File: src/rtl/keypad_scan.sv
// rtl/keypad_scan.sv - 4x4 keypad column scanner with press/release debounce
//
// Purpose: drives one keypad column at a time, samples the row lines at the
// end of each column's dwell, debounces a detected key and reports it.
//
// Ports:
//   clock   in   1  system clock, rising edge
//   reset   in   1  synchronous, active-high
//   row     in   4  row sense lines, active-high, already synchronised
//   col     out  4  one-hot active-high column drive
//   keycode out  4  {row index, column index} of the last accepted key
//   newkey  out  1  one-cycle pulse per accepted press
//   keydown out  1  high while the accepted key is held
`timescale 1ns/1ps

module keypad_scan #(
  parameter int SCAN_CYCLES = 4,
  parameter int DEBOUNCE    = 3
) (
  input  logic       clock,
  input  logic       reset,
  input  logic [3:0] row,
  output logic [3:0] col,
  output logic [3:0] keycode,
  output logic       newkey,
  output logic       keydown
);

  typedef enum logic [1:0] {
    ST_SCAN,
    ST_DEBOUNCE,
    ST_HELD,
    ST_RELEASE
  } state_t;

  localparam logic [7:0] DWELL_LAST = 8'(SCAN_CYCLES - 1);
  localparam logic [7:0] DEB_COUNT  = 8'(DEBOUNCE);

  state_t     state_q,   state_d;
  logic [3:0] col_q,     col_d;
  logic [7:0] dwell_q,   dwell_d;
  logic [7:0] match_q,   match_d;
  logic [3:0] cand_q,    cand_d;
  logic [3:0] keycode_q, keycode_d;
  logic       newkey_q,  newkey_d;
  logic       keydown_q, keydown_d;

  logic       cand_bit;
  logic [3:0] col_next;
  logic [7:0] match_inc;

  function automatic logic [7:0] sat_inc(input logic [7:0] v);
    return (v == 8'hFF) ? v : v + 8'd1;
  endfunction

  // row[0] has the highest priority when several rows are active
  function automatic logic [1:0] low_row(input logic [3:0] r);
    logic [1:0] idx;
    idx = 2'd0;
    if (r[3]) idx = 2'd3;
    if (r[2]) idx = 2'd2;
    if (r[1]) idx = 2'd1;
    if (r[0]) idx = 2'd0;
    return idx;
  endfunction

  function automatic logic [1:0] col_idx(input logic [3:0] c);
    logic [1:0] idx;
    case (c)
      4'b0010: idx = 2'd1;
      4'b0100: idx = 2'd2;
      4'b1000: idx = 2'd3;
      default: idx = 2'd0;
    endcase
    return idx;
  endfunction

  // The column is frozen outside SCAN, so the candidate's row line alone
  // tells whether the candidate key is still down.
  assign cand_bit  = row[cand_q[3:2]];
  assign col_next  = {col_q[2:0], col_q[3]};
  assign match_inc = sat_inc(match_q);

  always_comb begin
    state_d   = state_q;
    col_d     = col_q;
    dwell_d   = dwell_q;
    match_d   = match_q;
    cand_d    = cand_q;
    keycode_d = keycode_q;
    newkey_d  = 1'b0;
    keydown_d = keydown_q;

    case (state_q)
      ST_SCAN: begin
        keydown_d = 1'b0;
        if (dwell_q >= DWELL_LAST) begin
          dwell_d = 8'd0;
          if (row == 4'b0000) begin
            col_d = col_next;
          end else begin
            cand_d  = {low_row(row), col_idx(col_q)};
            match_d = 8'd0;
            state_d = ST_DEBOUNCE;
          end
        end else begin
          dwell_d = sat_inc(dwell_q);
        end
      end

      ST_DEBOUNCE: begin
        if (!cand_bit) begin
          state_d = ST_SCAN;
          col_d   = col_next;
          dwell_d = 8'd0;
        end else if (match_q >= DEB_COUNT) begin
          // accept one edge after the count is reached so the pulse lands
          // DEBOUNCE+1 edges after the detecting sample
          keycode_d = cand_q;
          newkey_d  = 1'b1;
          keydown_d = 1'b1;
          state_d   = ST_HELD;
        end else begin
          match_d = match_inc;
        end
      end

      ST_HELD: begin
        keydown_d = 1'b1;
        if (!cand_bit) begin
          match_d = 8'd0;
          state_d = ST_RELEASE;
        end
      end

      ST_RELEASE: begin
        if (cand_bit) begin
          match_d = 8'd0;
          state_d = ST_HELD;
        end else if (match_inc >= DEB_COUNT) begin
          keydown_d = 1'b0;
          state_d   = ST_SCAN;
          col_d     = col_next;
          dwell_d   = 8'd0;
        end else begin
          match_d = match_inc;
        end
      end

      default: state_d = ST_SCAN;
    endcase
  end

  always_ff @(posedge clock) begin
    if (reset) begin
      state_q   <= ST_SCAN;
      col_q     <= 4'b0001;
      dwell_q   <= 8'd0;
      match_q   <= 8'd0;
      cand_q    <= 4'd0;
      keycode_q <= 4'd0;
      newkey_q  <= 1'b0;
      keydown_q <= 1'b0;
    end else begin
      state_q   <= state_d;
      col_q     <= col_d;
      dwell_q   <= dwell_d;
      match_q   <= match_d;
      cand_q    <= cand_d;
      keycode_q <= keycode_d;
      newkey_q  <= newkey_d;
      keydown_q <= keydown_d;
    end
  end

  assign col     = col_q;
  assign keycode = keycode_q;
  assign newkey  = newkey_q;
  assign keydown = keydown_q;

endmodule
File: config.mk
export PLATFORM = sky130hd
export DESIGN_NAME = keypad_scan
export DESIGN_NICKNAME = d
export VERILOG_FILES = /design/src/rtl/keypad_scan.sv
export SDC_FILE = /design/constraint.sdc
export NUM_CORES = 1
export LEC_CHECK = 0
export ABC_AREA = 0
export CELL_PAD_IN_SITES_DETAIL_PLACEMENT = 0
export CELL_PAD_IN_SITES_GLOBAL_PLACEMENT = 1
export CORE_ASPECT_RATIO = 1.25
export CORE_UTILIZATION = 40
export DETAILED_ROUTE_END_ITERATION = 8
export PLACE_DENSITY_LB_ADDON = 0.15
export SLEW_MARGIN = 20
export SYNTH_ARGS = -nofsm -noshare
export SYNTH_HDL_FRONTEND = slang
export SYNTH_SLANG_ARGS = --single-unit
export TNS_END_PERCENT = 10
File: constraint.sdc
create_clock -name clock -period 3 [get_ports clock]
set_input_delay 0.6 -clock clock [delete_from_list [all_inputs] [get_ports clock]]
set_output_delay 0.6 -clock clock [all_outputs]
set_load 0.05 [all_outputs]
# --- Word level (Yosys, flattened, before mapping) ---
# Index checks and enable logic that the tools add are counted.
totals:
  out_inout_bits: 10
  ff_bits: 32
classes:
  reduce_logical: 11
  order_cmp: 4
  n_bitwise: 3
  n_eq_ne: 22
  add_sub_neg: 2
  muxes: 41
op_table:
  columns: ["operator", "n"]
  rows:
  - ["2-to-1 mux 8 bit", 12]
  - ["one-hot mux 8 bit (4 select lines)", 1]
  - [">= comparator 8 x 2 -> 1 bit (second input constant)", 3]
  - ["one-hot mux 8 bit (3 select lines)", 1]
  - ["2-to-1 mux 2 bit", 11]
  - ["2-to-1 mux 4 bit", 5]
  - ["inequality test 2 bit (second input constant)", 10]
  - ["adder 8 x 1 -> 8 bit (second input constant)", 2]
  - ["equality test 8 bit (second input constant)", 2]
  - ["inequality test 3 bit (second input constant)", 4]
  - ["one-hot mux 4 bit (3 select lines)", 1]
  - ["AND reduction 6 bit", 2]
  - ["AND reduction 5 bit", 2]
  - ["one-hot mux 2 bit (4 select lines)", 1]
  - ["2-to-1 mux 1 bit", 6]
  - ["one-hot mux 2 bit (3 select lines)", 1]
  - ["AND reduction 3 bit", 2]
  - ["equality test 2 bit (second input constant)", 2]
  - ["equality test 4 x 2 -> 1 bit (second input constant)", 1]
  - ["equality test 4 x 3 -> 1 bit (second input constant)", 1]
  - ["equality test 4 bit (second input constant)", 1]
  - ["zero test 4 bit", 1]
  - ["one-hot mux 1 bit (4 select lines)", 1]
  - ["AND reduction 4 bit", 1]
  - ["7 further kinds", 9]

# --- Logic depth before layout (Yosys ltp) ---
# Gate-level depths: netlist of the first run.
depth:
  word_depth: 6
  mapped_depth: 8
  mapped_depth_nobuf: 8

# --- Worst setup path before layout of the first run ---
# No wires, ideal clock.
synth_timing:
  path_type: "input -> register"
  start: "input row[3]"
  end: "register match_q[0]"
  setup_ps: 86
  t_arrival_ps: 2214
  n_path_buf: 1
  slack_ps: 700
  stages: 6
  path_cell_list: "mux4_2 -> buf_6 -> a221oi_2 -> o211ai_2 -> or3_1 -> a221oi_2"
synth_between:
  elab_chain_len: 4
  elab_cells_between_ends: 10
synth_rtl:
  columns: ["element", "line", "text"]
  rows:
  - ["from (decl)", "22", "input logic [3:0] row,"]
  - ["binary-select mux 1 bit (select 2 bit)", "80", "assign cand_bit = row[cand_q[3:2]];"]
  - ["2-to-1 mux 1 bit (not written as such)", "80", null]
  - ["inequality test 3 bit (no line), or another cell as far along", null, null]
  - ["AND reduction 6 bit (no line) or one-hot mux 8 bit (4 select lines) (tied branches)", null, null]
  - ["to (signal assigned)", "168", "match_q <= match_d;"]
  - ["to (decl)", "42", "logic [7:0] match_q, match_d;"]
# Parallel ways exist; a longest one is shown, timed or not. The select of a mux whose other input is x is not followed.
# A chain may end at the register's enable or synchronous reset.

# --- Worst setup path after layout of the first run ---
layout_timing:
  start: "input row[0]"
  end: "register match_q[0]"
# Same word-level chain as after synthesis.

==> out/qor.txt, run 1 <==
power density of the placed cells -> 732.5 nW/µm²
setup repair after global routing missed its margin -> no
net count reported at finish -> 206
level count of the clock H-tree -> 2
antenna violations before repair -> 0
register cell area after layout -> 640.6 µm²
number of nets produced by synthesis -> 187
Max stage delay cell, worst path -> sky130_fd_sc_hd__mux4_2
count of buffer and inverter cells on the critical path -> 1
footprint of the multi-input gates -> 924.6 µm²
cell count after placement -> 240
Worst-path clk slew -> 0.07 ns
post-route fraction of the period consumed by the critical path -> 86.81%
max cap viols -> 0
Critical Path End -> match_q[0]
number of enable-type register cells in the synthesized netlist -> 0
Post-CTS Resized -> 0
Core ar. -> 3816 µm²
die height -> 73.11 µm
number of input and output port buffers inserted -> 15
Routed wire per std cell -> 13.83 µm
cell type group with the largest total delay on the critical path -> compound AO/OA/AOI/OAI gates
setup tns final -> 0 ns
dominant cell type by area after synthesis -> sky130_fd_sc_hd__dfxtp_1
share of layout cells above drive strength 1 -> 8.763%
slew margin rel. -> 65.74%
most instantiated flip-flop cell in the synthesis netlist -> sky130_fd_sc_hd__dfxtp_1
total routing resource utilization after global routing -> 17.13%
total number of clock tree sinks -> 32
wirelength, routed -> 3431 µm
vias in the first global route -> 1179
nature of the critical path endpoint -> flip-flop
peak supply drop -> 378.7 µV
Synth warnings -> 0
residual DRC count -> 0
f_max -> 0.3840 GHz
count of distinct cell types in the synthesized netlist -> 44
minimum period implied by the final worst setup slack -> 2.604 ns
Cell Area, Placed -> 1817 µm²
ys async rst share -> 0%
routed vias/inst -> 5.298
vias post-DR -> 1314
endpoint of the lowest-slack register-to-register path -> match_q[0]
library cell appearing most often on the critical path -> sky130_fd_sc_hd__a221oi_2
type of the worst setup path -> input pin to flip-flop
number of nets with antenna violations after routing -> 0
HPWL Detailed -> 2494 µm
Detailed Route Iter0 Violations -> 63
sequence of cells on the critical path -> clkdlybuf4s50_1, mux4_2, a221oi_2, o211ai_2, or3_1, a221oi_2
number of filler instances in the final layout -> 405
final estimated routing congestion in global placement -> 0.8543
type of the worst min-delay path -> flip-flop to flip-flop
post-synthesis instance area -> 1618 µm²
diodes inserted -> 0
maximum clock insertion buffer count -> 2
row count -> 25
logic depth of the worst setup path including buffers -> 6
delay of the slowest cell on the worst path -> 0.60 ns
# hold bufs at CTS -> 0
launch point of the worst path -> row[0]
proportion of synthesized chip area in sequential cells -> 39.60%
fraction of post-synthesis cell area in the top cell type by area -> 39.60%
cell count after synthesis -> 174
total count of max-transition violations in the final report -> 0
total power draw -> 1.399 mW
Final Skew -> 0.002505 ns
count of state elements after synthesis -> 32
clock tree from TritonCTS -> built
worst reg2reg startpoint -> match_q[0]
hold violation total from the final report -> 0
Die Area -> 4304 µm²
clock latency reported for the late side of the worst-skew pair -> 0.28 ns
Worst EP arrival -> 2.80 ns
CTS root buffer -> sky130_fd_sc_hd__clkbuf_8
global-route wire length before repair -> 5437 µm
global-route congestion overflow total -> 0
synth top area cells -> sky130_fd_sc_hd__dfxtp_1, sky130_fd_sc_hd__mux2i_1, sky130_fd_sc_hd__ha_1
Final Non-Filler Cells -> 248
Data required, critical path -> 3.20 ns
summed area of non-filler cells in the final layout -> 1911 µm²
actual slew at the worst max-slew pin -> 0.5122 ns
number of iterations in the first detailed-routing pass -> 4
number of buffers added for setup after CTS -> 0
maximum number of pins on one net before global-route repair -> 16
I/O Pins -> 16
initial cell density of the core -> 42.39%
final count of negative-setup-slack endpoints -> 0
Worst Setup Start Kind -> input pin
Area growth, synth to finish -> 18.10%
clock buffer count from CTS -> 5
Worst R2R Path Depth -> 6
average cell area after synthesis -> 9.298 µm²
Die X -> 58.88 µm
internal reg-to-reg setup slack -> 0.60 ns
run status -> complete, no violations
Max FO, Critical Path -> 11
leakage power figure -> 0.7443 nW
-- stage by stage --
step	worst slack, ns	util [%]	hold WS, ns
floorplan	0.7001	-	0.4302
global placement	0.1962	47.61	0.4445
detailed placement	0.1298	47.61	0.4458
CTS	0.4151	50.07	0.4691
global route	0.3127	50.07	0.4887
finish	0.3956	50.07	0.4630
-- cells in the final DEF (no fill, tap or decap), types with 7 or more instances in the layout --
cell type,synthesis,routed
sky130_fd_sc_hd__mux2i_1,10,10
sky130_fd_sc_hd__a21oi_1,9,9
sky130_fd_sc_hd__nor2_1,14,14
sky130_fd_sc_hd__nand2_1,9,9
sky130_fd_sc_hd__dfxtp_1,32,32
sky130_fd_sc_hd__ha_1,7,7
sky130_fd_sc_hd__and2_1,11,11
sky130_fd_sc_hd__clkdlybuf4s50_1,0,15
sky130_fd_sc_hd__nand2b_1,9,9
-- cell type report --
class	instances	area share, %
multi-input combinational	132	48.40
clock buffer	7	4.519
timing repair buffer	17	8.644
sequential	32	33.53
inverter	5	0.9823
clock inverter	1	0.3929
tap	54	3.536
-- cell families after synthesis --
group | after synthesis | synth area share [%]
mux | 11 | 7.579
buf+inv | 10 | 3.248
flops | 32 | 39.60
simple gates | 78 | 26.92
xor+xnor | 2 | 1.083
compound gates | 34 | 16.16
fa+ha+maj | 7 | 5.414
-- cell usage after synthesis, drive strengths merged (4+ instances only) --
master and count:
dfxtp 32, nor2 14, and2 11, mux2i 10, a21oi 9, nand2 9
nand2b 9, ha 7, nand3 6, nor2b 6, nor4 6, inv 5
nor3 4, nor3b 4, o21ai 4
-- worst register-to-register path: stages (launching register included) --
cell,delay (ns)
sky130_fd_sc_hd__dfxtp_1,0.45
sky130_fd_sc_hd__ha_1,0.30
sky130_fd_sc_hd__a221o_1,0.37
sky130_fd_sc_hd__a211oi_2,0.39
sky130_fd_sc_hd__o211ai_2,0.17
sky130_fd_sc_hd__or3_1,0.40
sky130_fd_sc_hd__a221oi_2,0.23
-- sequential cells by signal, summed over array words and instances, names as in the netlist, named ones only --
signal and flops:
keydown 1, cand_q 4, state_q 1, col 4
dwell_q 8, match_q 8, newkey 1, keycode 4
-- worst min path at each step --
stage / from / endpoint / slack, ns / depth (start not counted)
floorplan: dwell_q[5] / dwell_q[5] / 0.43 / 1
global placement: dwell_q[5] / dwell_q[5] / 0.44 / 1
detailed placement: dwell_q[5] / dwell_q[5] / 0.45 / 1
CTS: dwell_q[5] / dwell_q[5] / 0.47 / 1
global route: dwell_q[6] / dwell_q[6] / 0.49 / 1
finish: dwell_q[5] / dwell_q[5] / 0.46 / 1
-- metal layers --
metal | vias up | track usage (%) | share of wire, %
li1 | 665 | - | -
met1 | 621 | 21.54 | 45
met2 | 22 | 27.02 | 50
met3 | 6 | 4.610 | 3.3
met4 | 0 | 7.937 | 1.9
met5 | - | 0 | 0
-- power breakdown --
part	internal, mW	leakage (nW)	switching [mW]
logic	0.223	0.441	0.305
registers	0.472	0.259	0.0540
clock network	0.186	0.0445	0.160
total	0.881	0.744	0.518
No activity file was read; power rests on OpenSTA's default activity.
==> run 2: changes to the inputs <==
--- a/config.mk
+++ b/config.mk
@@ -6,9 +6,10 @@
 export NUM_CORES = 1
 export LEC_CHECK = 0
 export ABC_AREA = 0
+export ABC_CLOCK_PERIOD_IN_PS = 3000
 export CELL_PAD_IN_SITES_DETAIL_PLACEMENT = 0
 export CELL_PAD_IN_SITES_GLOBAL_PLACEMENT = 1
-export CORE_ASPECT_RATIO = 1.25
+export CORE_ASPECT_RATIO = 1.5
 export CORE_UTILIZATION = 40
 export DETAILED_ROUTE_END_ITERATION = 8
 export PLACE_DENSITY_LB_ADDON = 0.15
==> out/qor.txt, run 2 (synthesis results as in run 1) <==
f_max -> 0.3887 GHz (was 0.3840 GHz)
maximum clock insertion buffer count -> 2 (unchanged)
Int Power -> 856.4 µW (was 881.4 µW)
setup tns final -> 0 ns (unchanged)
Data required, critical path -> 3.19 ns (was 3.20 ns)
row count -> 28 (was 25)
diodes inserted -> 0 (unchanged)
final count of negative-setup-slack endpoints -> 0 (unchanged)
Clock Power Share -> 23.3% (was 24.7%)
sequence of cells on the critical path -> clkdlybuf4s50_1, mux4_2, a221oi_2, o211ai_2, or3_1, a221oi_2 (unchanged)
share of layout cells above drive strength 1 -> 9.278% (was 8.763%)
HP Start -> dwell_q[5] (unchanged)
total number of clock tree sinks -> 32 (unchanged)
Die X -> 53.93 µm (was 58.88 µm)
summed area of non-filler cells in the final layout -> 1893 µm² (was 1911 µm²)
Die Area -> 4308 µm² (was 4304 µm²)
peak supply drop -> 463.2 µV (was 378.7 µV)
count of buffer and inverter cells on the critical path -> 1 (unchanged)
I/O Pins -> 16 (unchanged)
residual DRC count -> 0 (unchanged)
Flop pwr share -> 38.2% (was 37.6%)
launch point of the worst path -> row[0] (unchanged)
run status -> complete, no violations (unchanged)
power density of the placed cells -> 726.3 nW/µm² (was 732.5 nW/µm²)
net count reported at finish -> 206 (unchanged)
setup repair after global routing missed its margin -> no (unchanged)
HPWL Detailed -> 2600 µm (was 2494 µm)
register cell area after layout -> 640.6 µm² (unchanged)
Largest regs -> dwell_q: 8 flops, match_q: 8 flops (unchanged)
number of input and output port buffers inserted -> 15 (unchanged)
Max stage delay cell, worst path -> sky130_fd_sc_hd__mux4_2 (unchanged)
final estimated routing congestion in global placement -> 0.7721 (was 0.8543)
Worst Setup Start Kind -> input pin (unchanged)
number of filler instances in the final layout -> 402 (was 405)
CTS root buffer -> sky130_fd_sc_hd__clkbuf_8 (unchanged)
level count of the clock H-tree -> 2 (unchanged)
footprint of the multi-input gates -> 924.6 µm² (unchanged)
type of the worst setup path -> input pin to flip-flop (unchanged)
hold violation total from the final report -> 0 (unchanged)
Area growth, synth to finish -> 17.01% (was 18.10%)
leakage power figure -> 0.7478 nW (was 0.7443 nW)
commonest cells after routing, fill and taps aside -> sky130_fd_sc_hd__dfxtp_1, sky130_fd_sc_hd__clkdlybuf4s50_1, sky130_fd_sc_hd__nor2_1 (unchanged)
Detailed Route Iter0 Violations -> 32 (was 63)
vias post-DR -> 1319 (was 1314)
Core ar. -> 3924 µm² (was 3816 µm²)
global-route congestion overflow total -> 0 (unchanged)
Routed wire per std cell -> 14.19 µm (was 13.83 µm)
Net Sw Frac -> 37.71% (was 37.02%)
end-of-flow core utilization -> 48.25% (was 50.07%)
Worst EP arrival -> 2.77 ns (was 2.80 ns)
initial cell density of the core -> 41.23% (was 42.39%)
antenna violations before repair -> 0 (unchanged)
post-route fraction of the period consumed by the critical path -> 85.76% (was 86.81%)
total count of max-transition violations in the final report -> 0 (unchanged)
actual slew at the worst max-slew pin -> 0.5113 ns (was 0.5122 ns)
slew margin rel. -> 65.80% (was 65.74%)
library cell appearing most often on the critical path -> sky130_fd_sc_hd__a221oi_2 (unchanged)
worst reg2reg startpoint -> match_q[0] (unchanged)
Max FO, Critical Path -> 11 (unchanged)
Post-CTS Resized -> 0 (unchanged)
routed vias/inst -> 5.519 (was 5.298)
Final Skew -> 0.003003 ns (was 0.002505 ns)
number of nets with antenna violations after routing -> 0 (unchanged)
clock buffer count from CTS -> 5 (unchanged)
number of buffers added for setup after CTS -> 0 (unchanged)
most common cell after layout, fill and taps aside -> sky130_fd_sc_hd__dfxtp_1 (unchanged)
type of the worst min-delay path -> flip-flop to flip-flop (unchanged)
Logic pwr share -> 38.5% (was 37.7%)
total routing resource utilization after global routing -> 18.19% (was 17.13%)
clock tree from TritonCTS -> built (unchanged)
maximum number of pins on one net before global-route repair -> 16 (unchanged)
number of iterations in the first detailed-routing pass -> 4 (unchanged)
nature of the critical path endpoint -> flip-flop (unchanged)
max cap viols -> 0 (unchanged)
clock latency reported for the late side of the worst-skew pair -> 0.28 ns (about the same)
die height -> 79.89 µm (was 73.11 µm)
wirelength, routed -> 3392 µm (was 3431 µm)
minimum period implied by the final worst setup slack -> 2.573 ns (was 2.604 ns)
vias in the first global route -> 1287 (was 1179)
# hold bufs at CTS -> 0 (unchanged)
global-route wire length before repair -> 5727 µm (was 5437 µm)
delay of the slowest cell on the worst path -> 0.60 ns (about the same)
Worst-path clk slew -> 0.07 ns (about the same)
Cell Area, Placed -> 1805 µm² (was 1817 µm²)
cell type group with the largest total delay on the critical path -> compound AO/OA/AOI/OAI gates (unchanged)
reported net switching power -> 518.5 µW (was 518.0 µW)
[run 2: cell count changes in the layout (fill, tap and decap cells not counted)]
| cell | previous run | this run |
|---|---|---|
| sky130_fd_sc_hd__clkinv_2 | 0 | 2 |
| sky130_fd_sc_hd__clkbuf_1 | 1 | 0 |
| sky130_fd_sc_hd__clkbuf_8 | 6 | 5 |
| sky130_fd_sc_hd__clkinv_4 | 0 | 1 |
| sky130_fd_sc_hd__clkinvlp_4 | 1 | 0 |
[run 2: per-stage QoR]
stage | setup slack [ns] | hold slack [ns] | total power, mW | instances
CTS | 0.4386 | 0.4656 | 1.390 | 239
floorplan | 0.7001 | 0.4302 | 0.9221 | 174
global placement | 0.1830 | 0.4431 | 1.048 | 231
finish | 0.4273 | 0.4614 | 1.375 | 239
global route | 0.3032 | 0.5040 | 1.462 | 239
detailed placement | 0.1485 | 0.4440 | 1.063 | 231
[run 2: area by class of cell]
class | count | share of cell area, %
multi-input combinational | 132 | 48.84
sequential | 32 | 33.84
timing repair buffer | 17 | 8.724
clock buffer | 5 | 3.635
tap | 45 | 2.974
clock inverter | 3 | 0.9914
inverter | 5 | 0.9914
[run 2: metal layers]
layer | global-route usage [%] | vias to the layer above | part of all wire [%]
li1 | - | 665 | -
met1 | 20.51 | 620 | 42
met2 | 31.48 | 29 | 54
met3 | 4.190 | 5 | 3.1
met4 | 7.105 | 0 | 1.7
met5 | 0 | - | 0
[run 2: path summary, 6_finish.rpt]
path / cells past startpoint / slack, ns / endpoint
hold reg to reg: 1 / 0.46 / dwell_q[5]
setup / recovery: 6 / 0.43 / match_q[0]
setup reg to reg: 7 / 0.61 / dwell_q[3]
hold / removal: 1 / 0.46 / dwell_q[5]
[run 2: power groups by stage]
stage	sequential, mW	combinational (mW)	clock (mW)
floorplan	0.582	0.340	0
global placement	0.531	0.517	0
detailed placement	0.534	0.529	0
CTS	0.525	0.532	0.333
global route	0.533	0.578	0.351
finish	0.526	0.530	0.320
